===== src/rtl/board_anim_sequencer_if.sv =====
// Move-request handshake and animated display bus between the game controller and the board sequencer.
interface board_anim_sequencer_if;
  logic       game_clear;
  logic       move_req;
  logic       move_player;
  logic [3:0] move_target;
  logic       move_ack;
  logic       busy;
  logic [3:0] p1_disp;
  logic [3:0] p2_disp;
  logic       step_pulse;
  logic       turn_done;

  modport master (
    output game_clear, move_req, move_player, move_target,
    input  move_ack, busy, p1_disp, p2_disp, step_pulse, turn_done
  );

  modport slave (
    input  game_clear, move_req, move_player, move_target,
    output move_ack, busy, p1_disp, p2_disp, step_pulse, turn_done
  );
endinterface


===== src/rtl/board_anim_sequencer.sv =====
// Walks one player's displayed board position toward a requested tile, one tile per step period.
// Optional ANIM_BACKJUMP_EN: downward moves land on the target in a single step.
module board_anim_sequencer #(
  parameter int STEP_CYCLES   = 25_000_000,
  parameter int SETTLE_CYCLES = 50_000_000,
  parameter int MAX_POS       = 10
) (
  input logic clk,
  input logic reset,
  board_anim_sequencer_if.slave bus
);
  localparam int CMAX = (STEP_CYCLES > SETTLE_CYCLES) ? STEP_CYCLES : SETTLE_CYCLES;
  localparam int CW   = $clog2(CMAX + 1);
  localparam logic [CW-1:0] STEP_TC   = CW'(STEP_CYCLES - 1);
  localparam logic [CW-1:0] SETTLE_TC = CW'(SETTLE_CYCLES - 1);
  localparam logic [3:0]    MAXP      = 4'(MAX_POS);

  typedef enum logic [1:0] {S_IDLE, S_STEP_WAIT, S_SETTLE, S_DONE} state_t;

  state_t        state, state_d;
  logic [CW-1:0] cnt, cnt_d;
  logic [3:0]    p1, p1_d, p2, p2_d, tgt, tgt_d;
  logic          sel, sel_d, up, up_d;
  logic          ack_d, step_d, done_d, busy_d;
  logic [3:0]    cur, req_cur, req_tgt, nxt;

  assign cur     = sel ? p2 : p1;
  assign req_cur = bus.move_player ? p2 : p1;
  assign req_tgt = (bus.move_target > MAXP) ? MAXP : bus.move_target;

`ifdef ANIM_BACKJUMP_EN
  assign nxt = up ? cur + 4'd1 : tgt;
`else
  assign nxt = up ? cur + 4'd1 : cur - 4'd1;
`endif

  always_comb begin
    state_d = state;
    cnt_d   = cnt;
    p1_d    = p1;
    p2_d    = p2;
    tgt_d   = tgt;
    sel_d   = sel;
    up_d    = up;
    ack_d   = 1'b0;
    step_d  = 1'b0;
    done_d  = 1'b0;
    case (state)
      S_IDLE: begin
        if (bus.move_req) begin
          sel_d   = bus.move_player;
          tgt_d   = req_tgt;
          up_d    = req_tgt > req_cur;
          cnt_d   = '0;
          ack_d   = 1'b1;
          state_d = (req_tgt == req_cur) ? S_SETTLE : S_STEP_WAIT;
        end
      end
      S_STEP_WAIT: begin
        if (cnt == STEP_TC) begin
          cnt_d  = '0;
          step_d = 1'b1;
          if (sel) p2_d = nxt;
          else     p1_d = nxt;
          if (nxt == tgt) state_d = S_SETTLE;
        end else begin
          cnt_d = cnt + 1'b1;
        end
      end
      S_SETTLE: begin
        if (cnt == SETTLE_TC) begin
          cnt_d   = '0;
          state_d = S_DONE;
        end else begin
          cnt_d = cnt + 1'b1;
        end
      end
      S_DONE: begin
        done_d  = 1'b1;
        state_d = S_IDLE;
      end
      default: state_d = S_IDLE;
    endcase
    // game_clear overrides the FSM, including a same-cycle accept
    if (bus.game_clear) begin
      state_d = S_IDLE;
      cnt_d   = '0;
      p1_d    = '0;
      p2_d    = '0;
      ack_d   = 1'b0;
      step_d  = 1'b0;
      done_d  = 1'b0;
    end
    busy_d = (state != S_IDLE) && !bus.game_clear;
  end

  always_ff @(posedge clk) begin
    if (reset) begin
      state          <= S_IDLE;
      cnt            <= '0;
      p1             <= '0;
      p2             <= '0;
      tgt            <= '0;
      sel            <= 1'b0;
      up             <= 1'b0;
      bus.move_ack   <= 1'b0;
      bus.step_pulse <= 1'b0;
      bus.turn_done  <= 1'b0;
      bus.busy       <= 1'b0;
    end else begin
      state          <= state_d;
      cnt            <= cnt_d;
      p1             <= p1_d;
      p2             <= p2_d;
      tgt            <= tgt_d;
      sel            <= sel_d;
      up             <= up_d;
      bus.move_ack   <= ack_d;
      bus.step_pulse <= step_d;
      bus.turn_done  <= done_d;
      bus.busy       <= busy_d;
    end
  end

  assign bus.p1_disp = p1;
  assign bus.p2_disp = p2;
endmodule


===== src/flat_wrapper.sv =====
// flat-port wrapper written by rule: the top's interface ports become plain ports
module board_anim_sequencer_flat 
#(
  parameter int STEP_CYCLES   = 25_000_000,
  parameter int SETTLE_CYCLES = 50_000_000,
  parameter int MAX_POS       = 10
)
  (clk, reset, bus_game_clear, bus_move_req, bus_move_player, bus_move_target, bus_move_ack, bus_busy, bus_p1_disp, bus_p2_disp, bus_step_pulse, bus_turn_done);
  board_anim_sequencer_if bus_i ();
  input logic clk;
  input logic reset;
  input wire logic [$bits(bus_i.game_clear)-1:0] bus_game_clear;
  input wire logic [$bits(bus_i.move_req)-1:0] bus_move_req;
  input wire logic [$bits(bus_i.move_player)-1:0] bus_move_player;
  input wire logic [$bits(bus_i.move_target)-1:0] bus_move_target;
  output wire logic [$bits(bus_i.move_ack)-1:0] bus_move_ack;
  output wire logic [$bits(bus_i.busy)-1:0] bus_busy;
  output wire logic [$bits(bus_i.p1_disp)-1:0] bus_p1_disp;
  output wire logic [$bits(bus_i.p2_disp)-1:0] bus_p2_disp;
  output wire logic [$bits(bus_i.step_pulse)-1:0] bus_step_pulse;
  output wire logic [$bits(bus_i.turn_done)-1:0] bus_turn_done;
  assign bus_i.game_clear = bus_game_clear;
  assign bus_i.move_req = bus_move_req;
  assign bus_i.move_player = bus_move_player;
  assign bus_i.move_target = bus_move_target;
  assign bus_move_ack = bus_i.move_ack;
  assign bus_busy = bus_i.busy;
  assign bus_p1_disp = bus_i.p1_disp;
  assign bus_p2_disp = bus_i.p2_disp;
  assign bus_step_pulse = bus_i.step_pulse;
  assign bus_turn_done = bus_i.turn_done;
  board_anim_sequencer #(.STEP_CYCLES(STEP_CYCLES), .SETTLE_CYCLES(SETTLE_CYCLES), .MAX_POS(MAX_POS)) u_core (.clk(clk), .reset(reset), .bus(bus_i));
endmodule

===== config.mk =====
export PLATFORM = sky130hd
export DESIGN_NAME = board_anim_sequencer_flat
export DESIGN_NICKNAME = d
export VERILOG_FILES = /design/src/rtl/board_anim_sequencer_if.sv /design/src/rtl/board_anim_sequencer.sv /design/src/flat_wrapper.sv
export SDC_FILE = /design/constraint.sdc
export NUM_CORES = 1
export LEC_CHECK = 0
export BUFFER_PORTS_ARGS = -buffer_cell sky130_fd_sc_hd__buf_2
export CORE_ASPECT_RATIO = 1.75
export CORE_MARGIN = 4
export CORE_UTILIZATION = 50
export DETAILED_ROUTE_END_ITERATION = 12
export PLACE_DENSITY_LB_ADDON = 0.12
export SYNTH_ARGS = -nofsm -noshare
export SYNTH_HDL_FRONTEND = slang
export SYNTH_SLANG_ARGS = --single-unit
export TNS_END_PERCENT = 5

===== constraint.sdc =====
create_clock -name clk -period 7.2 [get_ports clk]
set_clock_uncertainty 0.05 [all_clocks]
set_input_delay 1.08 -clock clk [delete_from_list [all_inputs] [get_ports clk]]
set_output_delay 1.08 -clock clk [all_outputs]
set_load 0.05 [all_outputs]

# After elaboration in Yosys (flattened, before gate mapping)
# Cells that the tools add are included.
# totals
elab_cells,60
inputBits,9
regBits,46
# op_classes
addsub,3
muxes,17
n_bitwise,3
reduce_logical,13
eq_ne,11
n_lt_le_gt_ge,2
# ops
operator,n
2-to-1 mux 26 bit,3
one-hot mux 26 bit (3 select lines),1
adder 26 x 1 -> 26 bit (second input constant),1
equality test 26 x 25 -> 1 bit (second input constant),1
equality test 26 bit (second input constant),1
2-to-1 mux 4 bit,4
2-to-1 mux 2 bit,5
equality test 4 bit,2
one-hot mux 2 bit (4 select lines),1
inequality test 2 x 1 -> 1 bit (second input constant),3
AND reduction 3 bit,2
OR reduction 3 bit,2
adder 4 x 1 -> 4 bit (second input constant),1
equality test 2 bit (second input constant),2
greater-than comparator 4 bit,1
greater-than comparator 4 bit (second input constant),1
AND reduction 2 bit,2
AND reduction 4 bit,1
subtractor 4 x 1 -> 4 bit (second input constant),1
2-to-1 mux 1 bit,3
NOT 1 bit,3
nonzero test 3 bit,1
equality test 2 x 1 -> 1 bit (second input constant),1
logical NOT 2 bit,1
other kinds (5),5

# Longest topological paths before layout
# Gate-level depths: netlist of the first run.
# logic_depth
ltp_word,7
depth_mapped,10
ltp_nobuf,9

# Worst setup path before layout of the first run
# OpenSTA, ideal clock, no wires.
# synth_timing
path_type,input to register
start,input port bus_move_player
end,register u_core.up
path_slack_ns,4.537
t_arrival_ns,2.543
path_buffers,1
path_stages,9
setup_time_ns,0.070
path_cell_list,clkbuf_1 mux2_2 ha_1 nor2b_1 o21ai_0 nand2b_1 a21oi_1 or3_1 a21oi_1
# synth_between
elab_chain_cells,2
# synth_lines
element,line_no,source
from (decl),flat_wrapper.sv:14,input wire logic [$bits(bus_i.move_player)-1:0] bus_move_player;
2-to-1 mux 4 bit,board_anim_sequencer.sv:28,assign req_cur = bus.move_player ? p2 : p1;
greater-than comparator 4 bit,board_anim_sequencer.sv:53,up_d = req_tgt > req_cur;
to (signal assigned),board_anim_sequencer.sv:117,up <= up_d;
to (decl),board_anim_sequencer.sv:23,"logic sel, sel_d, up, up_d;"
# No other way between the ends.
# A chain may end at the register's enable or synchronous reset.

# Final worst setup path of the first run
# layout_timing
start,register u_core.sel
end,register u_core.state[1]
# layout_between
elab_chain_cells,6
elab_cells_between_ends,7
cone_classes,add/sub: 2; eq/ne: 2; mux: 2; reduce/logical: 1
# layout_lines
element,line_no,source
from (decl),board_anim_sequencer.sv:23,
from (signal assigned),board_anim_sequencer.sv:116,sel <= sel_d;
2-to-1 mux 4 bit (*),board_anim_sequencer.sv:27,assign cur = sel ? p2 : p1;
subtractor 4 x 1 -> 4 bit / adder 4 x 1 -> 4 bit (equally long branches),board_anim_sequencer.sv:34,assign nxt = up ? cur + 4'd1 : cur - 4'd1;
2-to-1 mux 4 bit (*),board_anim_sequencer.sv:34,
equality test 4 bit (*),board_anim_sequencer.sv:65,if (nxt == tgt) state_d = S_SETTLE;
inequality test 2 x 1 -> 1 bit (no source line) (*),--,
AND reduction 4 bit (no source line) (*),--,
to (signal assigned),board_anim_sequencer.sv:111,state <= state_d;
to (decl),board_anim_sequencer.sv:20,"state_t state, state_d;"
# Mark *: on every way between the ends. The rest lies on a longest branch, timed or not.

==> results of run 1 <==
[layer usage]
metal | vias to the layer above | wire [um]
met5 | - | 0
met4 | 0 | 120
met3 | 10 | 168
met2 | 38 | 3080
met1 | 948 | 2040
li1 | 1034 | -
[path summary, 6_finish.rpt]
kind	from	depth (start not counted)	slack, ns	endpoint
worst min-delay path	u_core.tgt[3]	2	0.43	u_core.tgt[3]
worst max register to register	u_core.sel	8	4.31	u_core.state[1]
worst min register to register	u_core.tgt[3]	2	0.43	u_core.tgt[3]
worst max-delay path	u_core.sel	8	4.31	u_core.state[1]
[state kept, by name, summed over array words and instances (netlist names)]
register	flops
u_core.bus.busy	1
u_core.bus.move_ack	1
u_core.bus.p1_disp	4
u_core.bus.p2_disp	4
u_core.bus.step_pulse	1
u_core.bus.turn_done	1
u_core.cnt	26
u_core.sel	1
u_core.state	2
u_core.tgt	4
u_core.up	1
[cell usage in the layout (no fill, tap or decap), types with 3 or more instances in the layout]
| cell type | Yosys | final |
|---|---|---|
| mux2i_1 | 11 | 11 |
| xnor2_1 | 21 | 21 |
| dfxtp_1 | 46 | 46 |
| nor2_1 | 49 | 49 |
| clkbuf_8 | 0 | 6 |
| nor3_1 | 7 | 7 |
| xor2_1 | 6 | 6 |
| nand4_1 | 7 | 7 |
| o2111ai_1 | 3 | 3 |
| nand2_1 | 24 | 24 |
| or3_1 | 4 | 4 |
| a21o_1 | 4 | 4 |
| buf_2 | 1 | 20 |
| nand3_1 | 12 | 12 |
| or2_2 | 4 | 4 |
| nor2b_1 | 4 | 4 |
| a21oi_1 | 13 | 13 |
| ha_1 | 13 | 13 |
| inv_1 | 11 | 11 |
| o21ai_0 | 3 | 3 |
[kinds of logic (layout without fill, tap and decap cells)]
family | Yosys count | after routing | synth area share, %
AO/OA/AOI/OAI | 36 | 36 | 10.0
adder cells (fa/ha/maj) | 14 | 14 | 7.16
flip-flops | 46 | 46 | 36.1
AND/OR/NAND/NOR | 130 | 130 | 26.2
XOR/XNOR | 28 | 28 | 10.1
buffers and inverters | 22 | 39 | 4.36
multiplexers | 14 | 14 | 6.08
[layout make-up]
cell class	count	area (um^2)	area share (%)
multi-input cells	222	1520	54.4
flip-flops and latches	46	921	33.0
repair buffers	20	100	3.58
clock buffers	6	82.6	2.96
well taps	54	67.6	2.42
clock inverters	2	60.1	2.15
inverters	11	41.3	1.48
[tightest hold or removal path: stages (launching register included)]
cell,delay (ns)
dfxtp_1,0.33
nand2_1,0.06
a21oi_1,0.05
[power breakdown]
part	internal (uW)	switching, uW	leakage [uW]
clock network	148	86.3	0.0000714
registers	259	5.23	0.000372
logic	24.6	40.6	0.000550
[metrics by stage]
stage                     power [uW]  area (um^2)  cells  util, %
after global routing             591         2790    361     56.1
after global placement           335         2650    353     53.2
final                            564         2790    361     56.1
after CTS                        571         2790    361     56.1
after detailed placement         336         2650    353     53.2
after floorplan                  322         2550    290        -
==> qor.yml, run 1 <==
htree_levels: 2
avgSynthCellArea_um2: 8.80
dpl.hpwl_um: 4210
startpoint_type: "flip-flop"
drv_cap: 0
drv_slew: 0
synth_most_common_cell: "nor2_1"
hold_buffers: 0
end_kind: "flip-flop"
die_h_um: 103
cts_tree: "built"
cpPeakStageDelay_ns: 0.57
syn_inst: 290
fin_hold_ws_ns: 0.426
place_ws_ns: 4.27
netlist.area_leader.share_pct: 36.1
cts_made_buffers: 5
synth_edf_count: 0
synth_fp_nets: 313
coreArea_um2: 4980
yosysTopAreaCell: "dfxtp_1"
top_level_ports: 21
overflow: 0
start_util_pct: 51.3
post_cts_buffers: 0
syn_to_final_growth_pct: 9.41
yosysSeqAreaShare_pct: 36.1
ys_ff_latch: 46
cts_root_buf: "clkbuf_8"
period_minus_slack_ns: 2.89
clock_sinks: 46
syn_area_um2: 2550
crit_required_ns: 7.33
setup_tns_ns: 0
setup_violations: 0
arrival_ns: 3.02
async_flop_share_pct: 0
power_leakage_uw: 0.000993
met1_usage_pct: 21.1
num_vias: 2030
nets: 329
synth_common_cells: "nor2_1 (49), dfxtp_1 (46), nand2_1 (24)"
path_clk_slew_ns: 0.09
max-slew-margin-rel_pct: 59.4
antenna_cells: 0
worst_pin_slew_ns: 0.609
cp_max_fo: 7
use_met2_pct: 34.9
setup_ws_ns: 4.31
fp.dieW_um: 62.0
grt-busiest-layer: "met2"
drc_errors: 0
ir_drop_uv: 175
ctsResizeCount: 0
grtUsageTotal_pct: 19.5
critPathBufInv: 0
synth.area.top_cells: "dfxtp_1 (36%), nor2_1 (7.2%), xnor2_1 (7.2%), ha_1 (6.4%), mux2i_1 (4.3%)"
powerDensity_nw_per_um2: 202
status: "finished, final reports clean"
grt.met3_usage_pct: 3.38
grt_antenna_before_repair: 0
maxClockFrequency_ghz: 0.346
grt_pass1_vias: 1971
period_share_pct: 40.1
ys.flop_type: "dfxtp_1"
path_cells: "mux2_2 -> ha_1 -> a21oi_1 -> o21a_1 -> xnor3_1 -> o41ai_1 -> o2111a_1 -> nor3_1"
drtIter0Drc: 75
postRouteAntennaNets: 0
finalHoldViolCount: 0
ys_types: 53
rsz0062_at_grt: "no"
port_buffers: 20
die_area_um2: 6360
grt_max_degree: 20
gp_congestion: 0.837
dr.pass1.iters: 5
core.rowCount: 34
clock_path_buffers: 2
hold_path_class: "flip-flop to flip-flop"
cp_slowest_cell: "dfxtp_1"
vias_per_cell: 5.62
critical-path-top-delay-family: "compound AO/OA/AOI/OAI gates"
fill_cells: 476
yosysWarnings: 0
wl_um: 5410
grt_pass1_wl_um: 9290
wl_per_cell_um: 15.0
drive_above_1_share_pct: 14.3
clk_latency_ns: 0.30
critPathKind: "flip-flop to flip-flop"
No activity file was read; power rests on OpenSTA's default activity.
==> run 2: changes to the inputs <==
==> constraint.sdc (replaced) <==
create_clock -name clk -period 2.8 [get_ports clk]
set_clock_uncertainty 0.05 [all_clocks]
set_input_delay 0.42 -clock clk [delete_from_list [all_inputs] [get_ports clk]]
set_output_delay 0.42 -clock clk [all_outputs]
set_load 0.05 [all_outputs]
==> qor.yml, run 2 (same netlist as run 1, synthesis figures left out) <==
drv_cap: 0
die_h_um: 103
period_minus_slack_ns: 2.59
overflow: 0
grt_pass1_wl_um: 9540
layoutNonFillerInstCount: 367
dr.pass1.iters: 4
powerDensity_nw_per_um2: 461
num_vias: 2030
fin_util_pct: 56.2
start_util_pct: 51.3
r2r_start: "u_core.sel"
path_cells: "mux2_2 -> ha_1 -> a21oi_1 -> o21a_1 -> xnor3_1 -> o41ai_2 -> o2111a_1 -> nor3_1"
rr_endpoint: "u_core.state[1]"
hold_path_class: "input port to flip-flop"
drive_above_1_share_pct: 16.3
clk_latency_ns: 0.30
drv_slew: 0
maxClockFrequency_ghz: 0.387
path_clk_slew_ns: 0.09
critPathKind: "flip-flop to flip-flop"
period_share_pct: 92.3
drc_errors: 0
dpl.hpwl_um: 4400
max-slew-margin-rel_pct: 70.4
gp_congestion: 0.827
cts_made_buffers: 5
place_ws_ns: 0.0757
placedCellCount: 359
ir_drop_uv: 372
wl_per_cell_um: 15.2
top_register: "u_core.cnt"
cp_max_fo: 5
grtUsageTotal_pct: 20.0
postRouteAntennaNets: 0
wl_um: 5580
cts_tree: "built"
hp-start: "reset"
fp.dieW_um: 62.0
port_buffers: 20
hold-path-cell-count: 2
syn_to_final_growth_pct: 9.61
cp_slowest_cell: "dfxtp_1"
grt_max_degree: 20
core.rowCount: 34
nets: 335
die_area_um2: 6360
whs_endpoint: "u_core.up"
setup_ws_ns: 0.215
largest_register_ffs: 26
ff2ff_path_depth: 8
status: "finished, final reports clean"
finalHoldViolCount: 0
critPathBufInv: 0
vias_per_cell: 5.53
cpPeakStageDelay_ns: 0.45
clock_path_buffers: 2
grt_antenna_before_repair: 0
final_common_cell: "nor2_1"
layout_common_cells: "nor2_1 (49), dfxtp_1 (46), nand2_1 (24)"
crit_required_ns: 2.93
cts_root_buf: "clkbuf_8"
coreArea_um2: 4980
startpoint_type: "flip-flop"
antenna_cells: 0
place_area_um2: 2700
drtIter0Drc: 93
critical-path-top-delay-family: "compound AO/OA/AOI/OAI gates"
hold_buffers: 0
rsz0062_at_grt: "no"
arrival_ns: 2.72
reg2reg_slack_ns: 0.21
power_leakage_uw: 0.000999
end_kind: "flip-flop"
htree_levels: 2
design_area_um2: 2800
setup_violations: 0
clock_sinks: 46
worst_pin_slew_ns: 0.440
top_level_ports: 21
setup_tns_ns: 0
grt_pass1_vias: 2061
## run 2: cell types whose count changed in the layout (fill, tap and decap cells not counted), sizes merged
cell / before / now
buf: 20 / 26
bufinv: 2 / 0
clkinvlp: 0 / 1
clkinv: 0 / 1
## run 2: metal layers
layer,track usage (%),vias to the layer above,share of wire (%)
met1,20.8,940,38
li1,-,1039,-
met2,36.3,34,56
met5,0,-,0
met3,3.38,17,2.5
met4,10.6,0,4.3
## run 2: area by class of cell
class / count / area [um^2]
timing repair buffer: 26 / 145
clock buffer: 6 / 82.6
inverter: 11 / 41.3
sequential: 46 / 921
fill: 485 / 2180
tap: 54 / 67.6
clock inverter: 2 / 12.5
multi-input combinational: 222 / 1530
## run 2: stage by stage
stage	power, uW	hold WS, ns
finish	1290	0.314
global route	1350	0.322
floorplan	829	0.387
detailed placement	874	0.407
CTS	1300	0.310
global placement	872	0.406
## run 2: how the worst max path moves through the flow
stage | endpoint | slack (ns) | depth (start not counted) | from
after CTS | u_core.state[1] | 0.04 | 8 | u_core.sel
after detailed placement | u_core.state[1] | 0.08 | 8 | u_core.sel
after global placement | u_core.state[1] | 0.1 | 8 | u_core.sel
after global routing | u_core.state[1] | 0.04 | 8 | u_core.sel
final | u_core.state[1] | 0.21 | 8 | u_core.sel
after floorplan | u_core.state[1] | 0.22 | 8 | u_core.bus.p2_disp[2]
## run 2: timing repair
| item | 4_1_cts | 5_1_grt |
|---|---|---|
| endpoints found under the setup margin | 0 | 2 |
| buffers inserted | 0 | 0 |
| gates resized for setup | 0 | 1 |
## run 2: power breakdown
group / internal (uW) / leakage (uW) / switching (uW) / total [uW]
Clock: 199 / 0.0000472 / 230 / 428
Combinational: 70.2 / 0.000580 / 110 / 180
Sequential: 666 / 0.000372 / 14.4 / 681
